[src/rtl/keypad_number_entry.sv]
// Multi-digit decimal keypad entry: BCD buffer with backspace/clear, serial BCD->binary on Enter.
// Optional inactivity clear of the buffer when ENTRY_TIMEOUT_EN is defined.
module keypad_number_entry #(
  parameter int MAX_DIGITS     = 2,
  parameter int VAL_W          = 7,
  parameter int MAX_VALUE      = 99,
  parameter int TIMEOUT_CYCLES = 500000000
) (
  input  logic                               clk,
  input  logic                               rst,
  input  logic                               key_valid,
  input  logic [8:0]                         last_change,
  input  logic [511:0]                       key_down,
  output logic [4*MAX_DIGITS-1:0]            digits_bcd,
  output logic [$clog2(MAX_DIGITS+1)-1:0]    digit_count,
  output logic [VAL_W-1:0]                   value,
  output logic                               value_valid,
  output logic                               err_pulse,
  output logic                               busy
);

  localparam int DW     = 4 * MAX_DIGITS;
  localparam int CNT_W  = $clog2(MAX_DIGITS + 1);
  localparam int IDX_W  = (MAX_DIGITS > 1) ? $clog2(MAX_DIGITS) : 1;
  localparam int DEC_W  = $clog2(10 ** MAX_DIGITS);
  localparam int ACC_W  = (DEC_W > VAL_W) ? DEC_W : VAL_W;

  if (MAX_DIGITS < 1 || MAX_DIGITS > 8 || TIMEOUT_CYCLES < 2) begin : g_bad_cfg
    $error("keypad_number_entry: unsupported parameter set");
  end

  typedef enum logic {S_IDLE, S_CONV} state_t;

  state_t             r_state, w_state_n;
  logic [DW-1:0]      r_digits, w_digits_n;
  logic [CNT_W-1:0]   r_count, w_count_n;
  logic [ACC_W-1:0]   r_acc, w_acc_n, w_acc_step;
  logic [IDX_W-1:0]   r_idx, w_idx_n;
  logic [VAL_W-1:0]   r_value, w_value_n;
  logic               r_vv, w_vv_n;
  logic               r_err, w_err_n;
  logic               r_held, w_held_n;
  logic [8:0]         r_held_code, w_held_code_n;

  logic               w_is_digit, w_is_bs, w_is_esc, w_is_enter;
  logic [3:0]         w_digit;
  logic               w_accept, w_release;
  logic [3:0]         w_sel;

`ifdef ENTRY_TIMEOUT_EN
  localparam int TO_W = $clog2(TIMEOUT_CYCLES);
  logic [TO_W-1:0]    r_to, w_to_n;
`endif

  always_comb begin
    w_is_digit = 1'b1;
    w_is_bs    = 1'b0;
    w_is_esc   = 1'b0;
    w_is_enter = 1'b0;
    w_digit    = 4'd0;
    case (last_change)
      9'h045, 9'h070: w_digit = 4'd0;
      9'h016, 9'h069: w_digit = 4'd1;
      9'h01E, 9'h072: w_digit = 4'd2;
      9'h026, 9'h07A: w_digit = 4'd3;
      9'h025, 9'h06B: w_digit = 4'd4;
      9'h02E, 9'h073: w_digit = 4'd5;
      9'h036, 9'h074: w_digit = 4'd6;
      9'h03D, 9'h06C: w_digit = 4'd7;
      9'h03E, 9'h075: w_digit = 4'd8;
      9'h046, 9'h07D: w_digit = 4'd9;
      9'h066: begin w_is_digit = 1'b0; w_is_bs  = 1'b1; end
      9'h076: begin w_is_digit = 1'b0; w_is_esc = 1'b1; end
      9'h05A, 9'h15A: begin w_is_digit = 1'b0; w_is_enter = 1'b1; end
      default: w_is_digit = 1'b0;
    endcase
  end

  assign w_accept  = key_valid && key_down[last_change] && !r_held && (r_state == S_IDLE)
                     && (w_is_digit || w_is_bs || w_is_esc || w_is_enter);
  assign w_release = key_valid && !key_down[last_change] && r_held && (last_change == r_held_code);

  // Oldest digit first: idx walks from the most significant buffered nibble down to 0.
  assign w_sel      = r_digits[4*r_idx +: 4];
  assign w_acc_step = r_acc * ACC_W'(10) + ACC_W'(w_sel);

  always_comb begin
    w_state_n     = r_state;
    w_digits_n    = r_digits;
    w_count_n     = r_count;
    w_acc_n       = r_acc;
    w_idx_n       = r_idx;
    w_value_n     = r_value;
    w_vv_n        = 1'b0;
    w_err_n       = 1'b0;
    w_held_n      = r_held;
    w_held_code_n = r_held_code;
`ifdef ENTRY_TIMEOUT_EN
    w_to_n        = r_to;
`endif

    if (w_accept) begin
      w_held_n      = 1'b1;
      w_held_code_n = last_change;
    end else if (w_release) begin
      w_held_n = 1'b0;
    end

    case (r_state)
      S_IDLE: begin
        if (w_accept) begin
`ifdef ENTRY_TIMEOUT_EN
          w_to_n = '0;
`endif
          if (w_is_digit) begin
            if (r_count < CNT_W'(MAX_DIGITS)) begin
              w_digits_n = (r_digits << 4) | DW'(w_digit);
              w_count_n  = r_count + CNT_W'(1);
            end
          end else if (w_is_bs) begin
            if (r_count != '0) begin
              w_digits_n = r_digits >> 4;
              w_count_n  = r_count - CNT_W'(1);
            end
          end else if (w_is_esc) begin
            w_digits_n = '0;
            w_count_n  = '0;
          end else if (r_count == '0) begin
            w_err_n = 1'b1;
          end else begin
            w_state_n = S_CONV;
            w_acc_n   = '0;
            w_idx_n   = IDX_W'(r_count - CNT_W'(1));
          end
        end
`ifdef ENTRY_TIMEOUT_EN
        else if (r_count != '0) begin
          if (r_to == TO_W'(TIMEOUT_CYCLES - 1)) begin
            w_digits_n = '0;
            w_count_n  = '0;
            w_to_n     = '0;
          end else begin
            w_to_n = r_to + TO_W'(1);
          end
        end
`endif
      end
      S_CONV: begin
        w_acc_n = w_acc_step;
        w_idx_n = r_idx - IDX_W'(1);
        if (r_idx == '0) begin
          w_state_n  = S_IDLE;
          w_digits_n = '0;
          w_count_n  = '0;
          if (64'(w_acc_step) <= 64'(MAX_VALUE)) begin
            w_value_n = w_acc_step[VAL_W-1:0];
            w_vv_n    = 1'b1;
          end else begin
            w_err_n = 1'b1;
          end
        end
      end
      default: w_state_n = S_IDLE;
    endcase
  end

  always_ff @(posedge clk or posedge rst) begin
    if (rst) begin
      r_state     <= S_IDLE;
      r_digits    <= '0;
      r_count     <= '0;
      r_acc       <= '0;
      r_idx       <= '0;
      r_value     <= '0;
      r_vv        <= 1'b0;
      r_err       <= 1'b0;
      r_held      <= 1'b0;
      r_held_code <= '0;
`ifdef ENTRY_TIMEOUT_EN
      r_to        <= '0;
`endif
    end else begin
      r_state     <= w_state_n;
      r_digits    <= w_digits_n;
      r_count     <= w_count_n;
      r_acc       <= w_acc_n;
      r_idx       <= w_idx_n;
      r_value     <= w_value_n;
      r_vv        <= w_vv_n;
      r_err       <= w_err_n;
      r_held      <= w_held_n;
      r_held_code <= w_held_code_n;
`ifdef ENTRY_TIMEOUT_EN
      r_to        <= w_to_n;
`endif
    end
  end

  assign digits_bcd  = r_digits;
  assign digit_count = r_count;
  assign value       = r_value;
  assign value_valid = r_vv;
  assign err_pulse   = r_err;
  assign busy        = (r_state == S_CONV);

endmodule

[config.mk]
export PLATFORM = sky130hd
export DESIGN_NAME = keypad_number_entry
export DESIGN_NICKNAME = d
export VERILOG_FILES = /design/src/rtl/keypad_number_entry.sv
export SDC_FILE = /design/constraint.sdc
export NUM_CORES = 1
export LEC_CHECK = 0
export ABC_AREA = 1
export CORE_AREA = 2 2 209 211
export CTS_CLUSTER_SIZE = 25
export DETAILED_ROUTE_END_ITERATION = 8
export DIE_AREA = 0 0 211 213
export MAX_ROUTING_LAYER = met4
export PLACE_DENSITY = 0.43
export SYNTH_ARGS = -nofsm -noshare
export SYNTH_HDL_FRONTEND = slang
export SYNTH_SLANG_ARGS = --single-unit
[constraint.sdc]
create_clock -name clk -period 7.4 [get_ports clk]
set_input_delay 1.48 -clock clk [delete_from_list [all_inputs] [get_ports clk]]
set_output_delay 1.48 -clock clk [all_outputs]
set_load 0.02 [all_outputs]
==> flow_summary.rst <==
.. list-table::
   :header-rows: 1

   * - Metric
     - Value
   * - Result of the run
     - finished, final reports clean
   * - Cell type contributing the most total cell area after synthesis
     - sky130_fd_sc_hd__nand2_1
   * - Sum of negative setup slack
     - 0 ns
   * - Dominant combinational cell family by area after synthesis
     - simple AND/OR/NAND/NOR gates
   * - Sequential share of the synthesized area
     - 13.3%
   * - Setup slack on the worst flop-to-flop path
     - 4.14 ns
   * - Multi-input gate area
     - ~0.0055 sq mm
   * - CTS tree
     - done
   * - Area after DPL
     - 0.0128 sq mm
   * - Width of the die
     - 211 microns
   * - Part of the total power dissipated in the clock network
     - approximately 27%
   * - Total of hold buffers inserted after clock tree synthesis
     - 0
   * - Highest fanout seen on the critical path
     - 66
   * - Fraction of registers with async set/reset
     - 100%
   * - Cell internal power dissipation
     - 0.724 mW
   * - Number of buffers inserted by post-CTS setup repair
     - 0
   * - Synth top area share
     - 47.9%
   * - Placer Congestion
     - 0.866
   * - HPWL reported at the end of detailed placement
     - around 40000 microns
   * - Share of power burned in combinational logic
     - 54.5%
   * - Path type of the worst min-delay path
     - register to register
   * - Depth of the most critical reg-to-reg path
     - 12
   * - Core area
     - 0.0427 sq mm
   * - Top Ports
     - 544
   * - WP data required
     - ~7.6 ns
   * - Xor and xnor fraction of the mapped netlist area
     - 1.25%
   * - Cell types with the largest area share after synthesis
     - sky130_fd_sc_hd__nand2_1, sky130_fd_sc_hd__dfrtp_1, sky130_fd_sc_hd__nand4_1
   * - Synthesized flop and latch total
     - 37
   * - Number of cells upsized or downsized after cts
     - 0
   * - Power consumption
     - roughly 1.1 mW
   * - Post-synthesis adder-cell area fraction
     - 2.01%
   * - Total clock buffers created by CTS
     - 5
   * - # DRC
     - 0
   * - Syn Inst Count
     - around 1400
   * - Arrival time reported for the critical path endpoint
     - 5.19 ns
   * - Most frequently used cell type in the post-synthesis netlist
     - sky130_fd_sc_hd__nand2_1
   * - Initial standard-cell utilization of the core
     - 16.4%
   * - Number of distinct library cell variants in the gate-level netlist after synthesis
     - 36
   * - Max IR drop VDD
     - about 0.000070 V
   * - Share of layout cells above drive strength 1
     - 2.24%
   * - Most used flip-flop cell after synthesis
     - sky130_fd_sc_hd__dfrtp_1
   * - Count of input and output buffers
     - between 500 and 600
   * - Worst Setup End Kind
     - register
   * - Final slew viol count
     - 0
   * - Average vias per placed instance
     - 4.39
   * - Final setup violation count
     - 0
   * - H-tree level count
     - 2
   * - Net count, final
     - 2450
   * - Max-slew headroom
     - 40.1%
   * - Register area
     - 926 sq um
   * - Number of iterations in the first detailed-routing pass
     - 5
   * - Max Clock Freq
     - 201 MHz
   * - Avg Synthesized Cell Area
     - 4.86 sq um
   * - Leading cell types by count after synthesis
     - sky130_fd_sc_hd__nand2_1, sky130_fd_sc_hd__nor2_1, sky130_fd_sc_hd__nand3_1
   * - Area delta synth->final
     - 87.2%
   * - Netlist area before placement
     - 0.00699 sq mm
   * - Leakage component of the power
     - 6.03 nW
   * - Vias in the first global route
     - ~12000
   * - Final worst path period need
     - slightly below 5 ns
   * - Fillcell total
     - 4901
   * - NetSw
     - about 0.36 mW
   * - Setup CP Type
     - primary input to register
   * - Sw frac
     - roughly 33%
   * - Reg clk slew, reported paths
     - roughly 0.060 ns
   * - First-iteration detailed-routing DRC count
     - 475
   * - Antenna violations before repair
     - 16
   * - Number of standard cells in the layout, taps in and fillers out
     - 2478
   * - Number of placed cells counting well taps
     - 2455
   * - Clock latency of the later-clocked register in the worst-skew pair
     - around 0.28 ns
   * - Compound-cell area share of the yosys netlist
     - 9.91%
   * - Post-Syn Nets
     - 1971
   * - Synth warnings
     - 0
   * - Maximum number of buffers from clock root to sink
     - 2
   * - WL per Instance
     - 20.0 microns
   * - Post-synth EDFFs
     - 0
   * - Sum of overflow across all layers after global routing
     - 0
   * - # clock sinks
     - 37
   * - Unrepaired setup endpoints after global routing
     - no
   * - Hold path cells
     - 2
   * - Worst Max-Slew Pin Slew
     - 0.898 ns
   * - Fraction of synthesized area in multiplexers
     - 0%
   * - Routed vias
     - 10900
   * - Final Hold Fails
     - 0
   * - Simple-gate share of the synthesized area
     - approximately two thirds
   * - Ratio of total power to cell area
     - 83.1 mW/mm^2
   * - Detail Route Antenna Nets
     - 0
   * - Portion of the clock cycle consumed by the worst path in the final layout
     - 67.2%
   * - Vert. Die Dim
     - 213 microns
   * - Final worst clock skew
     - roughly 0.0044 ns
   * - CTS Root Buffer Type
     - sky130_fd_sc_hd__clkbuf_16
   * - Type of element launching the critical path
     - primary input
   * - Final instance area
     - 0.0131 sq mm
   * - Max-Cap Viols
     - 0
   * - Core utilization of the finished layout
     - 30.6%
   * - Die Footprint
     - 0.0449 sq mm
   * - Total wire length
     - 49500 microns
   * - Wire length of the first global-routing pass
     - 71600 microns
   * - Sequential power share
     - 18.7%
   * - All-Layer GR Usage
     - 22.0%
   * - Largest net degree at the start of global routing
     - 72
   * - Number of standard-cell rows in the floorplan
     - 76
-- cell usage in the layout, fill, tap and decap left out, drive strengths merged, types with 2 or more instances in the layout --
cell type / synthesis / final
or2: 3 / 3
fa: 2 / 2
ha: 8 / 8
bufinv: 0 / 2
dfrtp: 37 / 37
a22oi: 34 / 34
a21oi: 24 / 24
xnor2: 2 / 2
xor2: 8 / 8
nand3b: 6 / 6
o21ai: 51 / 51
diode: 0 / 15
nor4: 2 / 2
o211ai: 2 / 2
nand4: 61 / 61
clkbuf: 25 / 5
inv: 45 / 46
clkdlybuf4s50: 0 / 541
nand2: 893 / 893
nand3: 72 / 72
nor3: 3 / 3
buf: 61 / 17
nor2: 92 / 92
-- kinds of logic after synthesis --
group                    after synthesis
XOR/XNOR                              10
adder cells (fa/ha/maj)               10
AO/OA/AOI/OAI                        117
AND/OR/NAND/NOR                     1132
buffers and inverters                131
flip-flops                            37
-- sequential cells by signal, summed over array words and instances, names as in the netlist --
signal and count:
r_idx 1, r_acc 6, r_held 1, r_held_code 9
digit_count 2, value_valid 1, err_pulse 1, busy 1
digits_bcd 8, value 7
-- final timing paths --
kind                                 startpoint                          to
hold / removal             value[1]$_DFFE_PP0P_        value[1]$_DFFE_PP0P_
setup / recovery                 last_change[1]   digits_bcd[4]$_DFFE_PP0P_
min in group asynchronous                   rst  r_held_code[0]$_DFFE_PP0P_
setup reg to reg              r_idx$_DFFE_PP0P_        value[3]$_DFFE_PP0P_
hold reg to reg            value[1]$_DFFE_PP0P_        value[1]$_DFFE_PP0P_
max in group asynchronous                   rst  digit_count[1]$_DFFE_PP0P_
-- worst max-delay path, cell delays in order --
cell and delay, ns:
sky130_fd_sc_hd__buf_2 0.41, sky130_fd_sc_hd__nand2_1 0.18, sky130_fd_sc_hd__inv_4 0.63, sky130_fd_sc_hd__buf_4 0.44, sky130_fd_sc_hd__nand2_1 0.10, sky130_fd_sc_hd__nand2_1 0.09
sky130_fd_sc_hd__o21ai_0 0.09, sky130_fd_sc_hd__nand2_1 0.13, sky130_fd_sc_hd__nor2_1 0.06, sky130_fd_sc_hd__nor2_1 0.10, sky130_fd_sc_hd__nor2_1 0.06, sky130_fd_sc_hd__nand2_1 0.08
sky130_fd_sc_hd__nand2_1 0.06, sky130_fd_sc_hd__nand2_1 0.15, sky130_fd_sc_hd__nor2_1 0.06, sky130_fd_sc_hd__nand2_1 0.17, sky130_fd_sc_hd__nand4_1 0.42, sky130_fd_sc_hd__nand2_1 0.29
sky130_fd_sc_hd__nand2_1 0.08, sky130_fd_sc_hd__nand2_1 0.06
-- metrics by stage --
step | setup slack, ns | hold WS, ns
after floorplan | 4.00 | 0.456
after global placement | 2.05 | 0.467
after detailed placement | 2.02 | 0.477
after CTS | 2.33 | 0.491
after global routing | 1.94 | 0.511
final | 2.43 | 0.482
-- metal layers --
layer  wire, microns  GRT usage, %
met5               0             -
met1           20200          24.6
met4             810          5.00
met3            3120          4.66
met2           25400          39.9
-- power by group through the flow --
stage	registers, mW	clock network [mW]	logic [mW]
finish	0.203	0.291	0.592
global route	0.203	0.302	0.653
CTS	0.203	0.296	0.605
detailed placement	0.207	0	0.603
global placement	0.207	0	0.604
floorplan	0.207	0	0.216
-- cell type report --
cell class                      instances  share of cell area [%]
Inverter                               45                    1.31
Multi-Input combinational cell       1269                    42.0
Clock buffer                            5                   0.957
Sequential cell                        37                    7.08
Timing Repair Buffer                  558                    42.6
Clock inverter                          3                   0.526
Tap cell                              546                    5.22
Antenna cell                           15                   0.287
(Power assumes the default switching activity.)
